`config.mk`:
```
export PLATFORM = sky130hd
export DESIGN_NAME = cache_fill_fsm
export DESIGN_NICKNAME = d
export VERILOG_FILES = /design/src/rtl/cache_fill_fsm.sv
export SDC_FILE = /design/constraint.sdc
export NUM_CORES = 1
export LEC_CHECK = 0
export ABC_CLOCK_PERIOD_IN_PS = 1700
export CAP_MARGIN = 25
export CORE_MARGIN = 1.5
export CORE_UTILIZATION = 30
export CTS_BUF_LIST = sky130_fd_sc_hd__clkbuf_4
export CTS_CLUSTER_DIAMETER = 120
export CTS_CLUSTER_SIZE = 25
export DETAILED_ROUTE_END_ITERATION = 16
export MAX_ROUTING_LAYER = met4
export SYNTH_ARGS = -nofsm -noshare
export SYNTH_HDL_FRONTEND = slang
export SYNTH_SLANG_ARGS = --single-unit
```
`constraint.sdc`:
```
create_clock -name clk -period 1.7 [get_ports clk]
set_input_delay 0.255 -clock clk [delete_from_list [all_inputs] [get_ports clk]]
set_output_delay 0.255 -clock clk [all_outputs]
set_load 0.02 [all_outputs]
```
`src/rtl/cache_fill_fsm.sv`:
```
// Purpose: cache miss fill controller. It stalls the pipeline, streams BLOCK_WORDS word reads
//          to main memory, writes each returned word into the data array, and then writes the tag.
// Latency: fsm_busy rises combinationally in the miss cycle. Requests go out in cycles 1..BLOCK_WORDS.
//          With memory latency L, the block is back in IDLE in cycle BLOCK_WORDS+L+1.
// Backpressure: none toward memory. One request is issued per cycle, and every memory_data_valid
//               is accepted. The pipeline is held through fsm_busy.
//
// Ports:
//   clk, rst_n                      clock and asynchronous active-low reset
//   miss_detected, miss_address     miss strobe and byte address from the cache lookup
//   memory_data_valid               main memory returns one word this cycle
//   fsm_busy                        stall request to the pipeline
//   memory_req, memory_address      word read request and its byte address
//   write_data_array                data-array write strobe (follows memory_data_valid in FILL)
//   fill_word_index                 word offset within the block for the data-array write
//   write_tag_array                 tag/valid write strobe, one pulse on the last word
module cache_fill_fsm #(
    parameter int BLOCK_WORDS = 8,
    parameter int ADDR_W      = 16
) (
    input  logic                           clk,
    input  logic                           rst_n,
    input  logic                           miss_detected,
    input  logic [ADDR_W-1:0]              miss_address,
    input  logic                           memory_data_valid,
    output logic                           fsm_busy,
    output logic                           memory_req,
    output logic [ADDR_W-1:0]              memory_address,
    output logic                           write_data_array,
    output logic [$clog2(BLOCK_WORDS)-1:0] fill_word_index,
    output logic                           write_tag_array
);

    localparam int IDX_W = $clog2(BLOCK_WORDS);
    // issue_cnt needs one extra bit so that it can sit at BLOCK_WORDS once all requests are out.
    localparam int CNT_W = IDX_W + 1;
    // A block spans BLOCK_WORDS 16-bit words, which is 2*BLOCK_WORDS bytes.
    localparam logic [ADDR_W-1:0] BASE_MASK = ~ADDR_W'((1 << (IDX_W + 1)) - 1);
    localparam logic [CNT_W-1:0]  ISSUE_END = CNT_W'(BLOCK_WORDS);
    localparam logic [IDX_W-1:0]  LAST_IDX  = IDX_W'(BLOCK_WORDS - 1);

    typedef enum logic {
        IDLE = 1'b0,
        FILL = 1'b1
    } state_t;

    state_t            state_q, state_d;
    logic [CNT_W-1:0]  issue_cnt_q, issue_cnt_d;
    logic [IDX_W-1:0]  recv_cnt_q, recv_cnt_d;
    logic [ADDR_W-1:0] base_q, base_d;

    always_ff @(posedge clk or negedge rst_n) begin
        if (!rst_n) begin
            state_q     <= IDLE;
            issue_cnt_q <= '0;
            recv_cnt_q  <= '0;
            base_q      <= '0;
        end else begin
            state_q     <= state_d;
            issue_cnt_q <= issue_cnt_d;
            recv_cnt_q  <= recv_cnt_d;
            base_q      <= base_d;
        end
    end

    always_comb begin
        state_d          = state_q;
        issue_cnt_d      = issue_cnt_q;
        recv_cnt_d       = recv_cnt_q;
        base_d           = base_q;
        fsm_busy         = 1'b0;
        memory_req       = 1'b0;
        memory_address   = '0;
        write_data_array = 1'b0;
        fill_word_index  = '0;
        write_tag_array  = 1'b0;

        unique case (state_q)
            IDLE: begin
                // Stall in the miss cycle itself so the pipeline does not advance past the miss.
                // Returning data in IDLE is stale and is dropped.
                fsm_busy = miss_detected;
                if (miss_detected) begin
                    state_d     = FILL;
                    base_d      = miss_address & BASE_MASK;
                    issue_cnt_d = '0;
                    recv_cnt_d  = '0;
                end
            end
            FILL: begin
                // New misses are ignored here. The cache looks up again once the stall drops.
                fsm_busy = 1'b1;
                if (issue_cnt_q < ISSUE_END) begin
                    memory_req     = 1'b1;
                    memory_address = base_q + ADDR_W'({issue_cnt_q, 1'b0});
                    issue_cnt_d    = issue_cnt_q + CNT_W'(1);
                end
                // Returns are counted independently of issue, so they may overlap request issue.
                // Memory is trusted to return words in order.
                write_data_array = memory_data_valid;
                fill_word_index  = recv_cnt_q;
                if (memory_data_valid) begin
                    recv_cnt_d = recv_cnt_q + IDX_W'(1);
                    if (recv_cnt_q == LAST_IDX) begin
                        write_tag_array = 1'b1;
                        state_d         = IDLE;
                    end
                end
            end
            default: state_d = IDLE;
        endcase
    end

endmodule

```
# ---- Word level (Yosys, flattened, before mapping)
# Cells that the tools add are included.
dict set report classes {
  mux 20
  bitwise_logic 1
  magnitude_cmp 1
  addsub 3
  n_reduce_logical 3
  n_eq_ne 4
}
# op n
set ops {}
lappend ops {{$mux 16} 2}
lappend ops {{$add 16x5->16} 1}
lappend ops {{$mux 1} 9}
lappend ops {{$mux 3} 3}
lappend ops {{$mux 4} 2}
lappend ops {{$pmux 4 s2} 1}
lappend ops {{$pmux 3 s2} 1}
lappend ops {{$reduce_and 2->1} 3}
lappend ops {{$add 4x1->4 const B} 1}
lappend ops {{$lt 4x4->1 const B} 1}
lappend ops {{$ne 2x2->1 const B} 2}
lappend ops {{$pmux 1 s2} 2}
lappend ops {{$add 3x1->3 const B} 1}
lappend ops {{$eq 3x3->1 const B} 1}
lappend ops {{$ne 2x1->1 const B} 1}
lappend ops {{$not 1->1} 1}
dict set report totals {
  wordCells 36
  out_inout_bits 23
  regBits 20
  input_bits 20
}

# ---- Longest topological paths before layout
# Gate-level depths: netlist of the first run.
dict set report depth {
  word_depth 4
  depth_mapped 4
  mapped_depth_nobuf 4
}

# ---- Worst setup path after synthesis of the first run
# Ideal clock, no wire load.
dict set report synth_path {
  path_type {register to output}
  start {reg state_q}
  end {out memory_address[10]}
  required_ps 1445
  arrival_time_ps 1045
  path_stages_with_launch 4
  n_path_buf 1
  path_slack_ps 400
  path_cell_list {dfrtp_1 -> nor2b_4 -> buf_4 -> and2_1}
}
dict set report synth_between {
  elab_chain_cells 1
}
# element line_no
set synth_rtl {}
lappend synth_rtl {{from (decl)} 47} ;# state_t state_q, state_d;
lappend synth_rtl {{from (signal assigned)} 59} ;# state_q <= state_d;
lappend synth_rtl {{$mux 16} 78} ;# unique case (state_q)
lappend synth_rtl {{to (decl)} 28} ;# output logic [ADDR_W-1:0] memory_address,
# Every way passes these cells.

# ---- Worst setup path after layout of the first run
dict set report layout_path {
  start {reg recv_cnt_q[0]}
  end {out fill_word_index[0]}
}
dict set report layout_between {
  elab_chain_cells 1
}
# element line_no
set layout_rtl {}
lappend layout_rtl {{from (decl)} 49} ;# logic [IDX_W-1:0] recv_cnt_q, recv_cnt_d;
lappend layout_rtl {{from (signal assigned)} 61} ;# recv_cnt_q <= recv_cnt_d;
lappend layout_rtl {{$mux 3} 78}
lappend layout_rtl {{to (decl)} 30} ;# output logic [$clog2(BLOCK_WORDS)-1:0] fill_word_index,
# Every way passes these cells.

==> results of run 1 <==
through the flow:
| step | total power [W] | std cells |
|---|---|---|
| finish | 0.00266 | 181 |
| detailed placement | 0.00260 | 174 |
| CTS | 0.00272 | 179 |
| floorplan | 0.00191 | 87 |
| global placement | 0.00256 | 174 |
| global route | 0.00289 | 181 |
cell type report:
| type | count | area, um2 |
|---|---|---|
| Clock buffer | 3 | 22.5 |
| Fill cell | 312 | 1870 |
| Inverter | 2 | 7.51 |
| Multi-Input combinational cell | 61 | 541 |
| Sequential cell | 20 | 500 |
| Tap cell | 46 | 57.6 |
| Timing Repair Buffer | 49 | 388 |
registers in the layout (all words and copies together), names as in the netlist:
name         flops
base_q          12
issue_cnt_q      4
recv_cnt_q       3
state_q          1
timing repair:
item                                    CTS  global route
setup buffers                             2             2
endpoints found under the setup margin   22            17
resized for setup                        35            24
power by group:
| group | switching [W] | internal [W] | total (W) |
|---|---|---|---|
| logic | 0.000767 | 0.000812 | 0.00158 |
| clock network | 0.000132 | 0.0000823 | 0.000214 |
| registers | 0.000152 | 0.000712 | 0.000864 |
| total | 0.00105 | 0.00161 | 0.00266 |
routing by layer:
layer  track usage [%]  vias to the layer above  share of wire [%]
met3              2.88                        0                6.9
met4              2.50                        0                  0
met5                 -                        -                  0
li1                  -                      393                  -
met2              19.7                       27                 47
met1              15.6                      378                 46
synth_stat cells:
cell type / count / area, um2
ha_1: 3 / 37.5
buf_12: 1 / 20.0
a21oi_1: 3 / 15.0
nor2b_4: 2 / 27.5
xor2_1: 1 / 8.76
nand2_1: 1 / 3.75
and2_1: 19 / 119
o2bb2ai_1: 2 / 17.5
nand2b_1: 4 / 25.0
inv_1: 2 / 7.51
buf_4: 2 / 15.0
mux2_4: 10 / 150
mux2i_1: 3 / 30.0
buf_2: 1 / 5.00
conb_1: 1 / 3.75
dfrtp_1: 20 / 500
or4bb_1: 1 / 11.3
a31oi_1: 1 / 6.26
nor2b_1: 1 / 6.26
nor2_1: 2 / 7.51
mux2_2: 3 / 33.8
o22ai_1: 2 / 12.5
and3_1: 1 / 6.26
o221ai_1: 1 / 8.76
layout by cell type, fill, tap and decap left out, drive strengths merged:
master,synthesis,final
dfrtp,20,20
and2,19,19
clkbuf,0,18
clkdlybuf4s50,0,15
buf,4,13
mux2,13,13
dlygate4sd2,0,6
nand2b,4,4
a21oi,3,3
mux2i,3,3
nor2b,3,3
ha,3,3
inv,2,2
o22ai,2,2
o2bb2ai,2,2
nor2,2,2
and3,1,1
xor2,1,1
nand2,1,1
or4bb,1,1
o221ai,1,1
a31oi,1,1
conb,1,1
cell families after synthesis:
group,after synthesis,synth area share [%]
XOR/XNOR,1,0.812
flip-flops,20,46.4
buffers and inverters,6,4.41
multiplexers,16,19.8
other,1,0.348
AND/OR/NAND/NOR,31,19.1
AO/OA/AOI/OAI,9,5.57
adder cells (fa/ha/maj),3,3.48
final timing paths:
kind,to,slack [ns],cells past startpoint
worst max register to register,base_q[5],0.38,4
worst min register to register,base_q[14],0.51,1
min in group clk,base_q[14],0.51,1
max in group asynchronous,base_q[5],1.19,2
worst min-delay path,base_q[12],0.30,2
worst max-delay path,fill_word_index[0],0.06,4
worst reg2reg max path, cell delays in order, from the launching register on:
cell and delay [ns]:
dfrtp_1 0.39, buf_4 0.19, nor2b_4 0.14, buf_12 0.16, mux2_2 0.34
==> results.sh, run 1 <==
export IMPL_io_buffers=37
export IMPL_syn_avg_cell_area_um2=12.4
export IMPL_track_usage_pct=12.2
export IMPL_power_per_cell_area_mw_per_mm2=1750
export IMPL_vdd_drop_max_v=0.000626
export IMPL_die_y_um=63.0
export IMPL_period_needed_ns=1.64
export IMPL_vias_per_cell=4.41
export IMPL_whs_ns=0.298
export IMPL_grt_max_degree=21
export IMPL_yosys_warnings=0
export IMPL_rsz0062_at_grt="no"
export IMPL_synth_distinct_cells=24
export IMPL_path_common_cell="buf_4"
export IMPL_nNetsFinal=160
export IMPL_hold_path_class="input pin to asynchronous set/reset pin"
export IMPL_cts_clk_slew_worst_paths_ns=0.11
export IMPL_timing_final_ws_setup_ns=0.0648
export IMPL_max_clock_freq_mhz=612
export IMPL_design_area_mm2=0.00152
export IMPL_drc=0
export IMPL_finalCritPeriodShare_pct=96.2
export IMPL_slowest_delay_ns=0.40
export IMPL_core_mm2=0.00339
export IMPL_place_ws_ns=-0.0846
export IMPL_clk_path_buf_depth=2
export IMPL_status="complete, no violations"
export IMPL_grt_pass1_vias=819
export IMPL_clock_skew_ns=0.00356
export IMPL_fp_dieArea_mm2=0.00396
export IMPL_drt_wl_total_mm=2.19
export IMPL_rows=21
export IMPL_crit_path_cell_trace="buf_4, buf_4, and2_1, dlygate4sd2_1"
export IMPL_firstDrtPassIters=3
export IMPL_grt_pass1_wl_mm=3.80
export IMPL_syn_num_nets=110
export IMPL_cts_sink_count=20
export IMPL_vias=798
export IMPL_diodes=0
export IMPL_drv_slew=0
export IMPL_crit_start="recv_cnt_q[0]"
export IMPL_finalSetupTns_ns=0
export IMPL_crit_buf_inv=3
export IMPL_drive_gt1_share_pct=36.3
export IMPL_ys_seq_area_share_pct=46.4
export IMPL_syn_inst=87
export IMPL_clk_latency_ns=0.29
export IMPL_cts_buffers=3
export IMPL_pin_count=43
export IMPL_overflow=0
export IMPL_r2r_start="state_q"
export IMPL_gp_congestion=0.758
export IMPL_antenna_found_initial=0
export IMPL_syn_area_mm2=0.00108
export IMPL_arrival_ns=1.38
export IMPL_ctsHoldBuffers=0
export IMPL_dp_hpwl_mm=1.53
export IMPL_cp_max_fo=2
export IMPL_placed_cell_area_mm2=0.00154
export IMPL_cp_data_required_time_ns=1.44
export IMPL_crit_family="buffers and inverters"
export IMPL_utilization_pct=44.7
export IMPL_clockRootBuffer="clkbuf_4"
export IMPL_startpoint_type="register"
export IMPL_start_util_pct=31.8
export IMPL_routedWlPerCell_um=12.1
export IMPL_path_class="register to output port"
export IMPL_finalSetupViolCount=0
export IMPL_area_growth_pct=40.6
export IMPL_die_x_um=63.0
export IMPL_drtIter0Drc=13
export IMPL_p_leak_nw=0.717
export IMPL_ant_nets=0
export IMPL_cts_tree="built"
export IMPL_cp_end_kind="output port"
export IMPL_cp_slowest_cell="dfrtp_1"
export IMPL_hold_viol=0
export IMPL_ys_ff_latch=20
export IMPL_cap_violations=0
export IMPL_cts_max_level=1
(Power assumes the default switching activity.)
==> run 2, diff against run 1 <==
- ABC_CLOCK_PERIOD_IN_PS: 1700 -> 2000
- clock period: 1.7 -> 2 ns (I/O delays scaled with it)
==> run 2 against run 1 <==
  * Utilization is 1.2 points higher
  * First-iteration DRC count is 46% higher
  * Die area stayed put
  * Sequential share of layout area is 0.87 points lower
  * Clock power is 11% lower
==> results.sh, run 2 (synthesized netlist as in run 1, its figures left out) <==
export IMPL_cts_buffers=3
export IMPL_drive_gt1_share_pct=19.8
export IMPL_placed_cell_area_mm2=0.00152
export IMPL_period_needed_ns=1.89
export IMPL_cp_slowest_cell="dfrtp_1"
export IMPL_dp_hpwl_mm=1.51
export IMPL_drv_slew=0
export IMPL_final_common_cell="dfrtp_1"
export IMPL_nNetsFinal=155
export IMPL_fillers=314
export IMPL_path_common_cell="ha_1"
export IMPL_hold_path_class="input pin to asynchronous set/reset pin"
export IMPL_diodes=0
export IMPL_reg_top3="base_q: 12 flops, issue_cnt_q: 4 flops, recv_cnt_q: 3 flops"
export IMPL_ant_nets=0
export IMPL_vias=765
export IMPL_finalSetupTns_ns=0
export IMPL_cts_tree="built"
export IMPL_timing_final_ws_setup_ns=0.110
export IMPL_cap_violations=0
export IMPL_clock_skew_ns=0.00968
export IMPL_vias_per_cell=4.32
export IMPL_power_per_cell_area_mw_per_mm2=1470
export IMPL_rrSetupSlack_ns=0.70
export IMPL_regArea_um2=500
export IMPL_design_area_mm2=0.00156
export IMPL_core_mm2=0.00339
export IMPL_clk_path_buf_depth=2
export IMPL_track_usage_pct=11.8
export IMPL_top_register="base_q"
export IMPL_hold_viol=0
export IMPL_max_clock_freq_mhz=529
export IMPL_pin_count=43
export IMPL_cts_max_level=1
export IMPL_firstDrtPassIters=2
export IMPL_r2r_cells=4
export IMPL_overflow=0
export IMPL_drtIter0Drc=19
export IMPL_grt_max_degree=21
export IMPL_slowest_delay_ns=0.42
export IMPL_fp_dieArea_mm2=0.00396
export IMPL_antenna_found_initial=0
export IMPL_cp_max_fo=4
export IMPL_drt_wl_total_mm=2.10
export IMPL_layout_common_cells="dfrtp_1 (20), and2_1 (19), clkdlybuf4s50_1 (19)"
export IMPL_drc=0
export IMPL_largest_register_ffs=12
export IMPL_die_x_um=63.0
export IMPL_gp_congestion=0.773
export IMPL_status="complete, no violations"
export IMPL_arrival_ns=1.59
export IMPL_finalSetupViolCount=0
export IMPL_path_class="register to output port"
export IMPL_cp_data_required_time_ns=1.70
export IMPL_rsz0062_at_grt="no"
export IMPL_p_leak_nw=0.751
export IMPL_finalNonFillerCells=177
export IMPL_die_y_um=63.0
export IMPL_timing_rr_end="base_q[6]"
export IMPL_area_growth_pct=44.4
export IMPL_cp_end_kind="output port"
export IMPL_crit_path_cell_trace="ha_1, ha_1, and3_1, dlygate4sd2_1"
export IMPL_cts_sink_count=20
export IMPL_grt_pass1_wl_mm=3.57
export IMPL_finalCritPeriodShare_pct=94.5
export IMPL_clockRootBuffer="clkbuf_4"
export IMPL_r2r_start="state_q"
export IMPL_cts_clk_slew_worst_paths_ns=0.12
export IMPL_startpoint_type="register"
export IMPL_routedWlPerCell_um=11.9
export IMPL_multiInputGateArea_um2=533
export IMPL_dpl_cell_count=172
export IMPL_clk_latency_ns=0.29
export IMPL_start_util_pct=31.8
export IMPL_io_buffers=37
export IMPL_grt_pass1_vias=824
export IMPL_rows=21
export IMPL_vdd_drop_max_v=0.000460
export IMPL_place_ws_ns=0.125
[run 2: timing repair]
item,CTS,global route
resized for setup,17,2
pin swaps,0,0
hold buffers,0,0
buffers inserted,1,0
setup endpoints to repair,18,2
[run 2: layer usage]
layer  track usage [%]  part of all wire, %  up-vias
li1                  -                    -      383
met1              15.7                   50      355
met2              18.1                   44       27
met3              2.88                  5.8        0
met4              2.50                    0        0
met5                 -                    0        -
[run 2: metrics by stage]
| step | power (W) | hold WS, ns | util [%] |
|---|---|---|---|
| floorplan | 0.00162 | 0.00441 | - |
| global placement | 0.00216 | 0.481 | 45.0 |
| detailed placement | 0.00219 | 0.485 | 45.0 |
| CTS | 0.00234 | 0.340 | 45.8 |
| global route | 0.00249 | 0.354 | 46.0 |
| finish | 0.00230 | 0.332 | 46.0 |
[run 2: worst max-delay path, delay by kind of cell, from the launching register on]
kind                       cells  cell delay [ns]
DFF                            1             0.42
buffers and inverters          1             0.32
and+or+nand+nor                1             0.18
adders and majority gates      2             0.38
[run 2: where the power goes]
group / internal [W] / leakage, nW / switching (W)
clock network: 0.0000725 / 0.0154 / 0.000119
logic: 0.000735 / 0.497 / 0.000633
registers: 0.000605 / 0.238 / 0.000132
[run 2: how the worst max path moves through the flow]
stage	from	to	slack (ns)	cells after the start
final	recv_cnt_q[0]	write_tag_array	0.11	4
after global routing	state_q	fill_word_index[1]	0.005	3
after CTS	state_q	fsm_busy	0.05	4
after detailed placement	memory_data_valid	write_tag_array	0.13	3
after global placement	memory_data_valid	write_tag_array	0.12	3
after floorplan	state_q	memory_address[10]	0.65	3
[run 2: cell type report]
| type | count | share of cell area, % |
|---|---|---|
| Timing Repair Buffer | 44 | 27.8 |
| Sequential cell | 20 | 32.1 |
| Multi-Input combinational cell | 61 | 34.2 |
| Clock buffer | 3 | 1.45 |
| Tap cell | 46 | 3.69 |
| Inverter | 2 | 0.482 |
| Clock inverter | 1 | 0.241 |
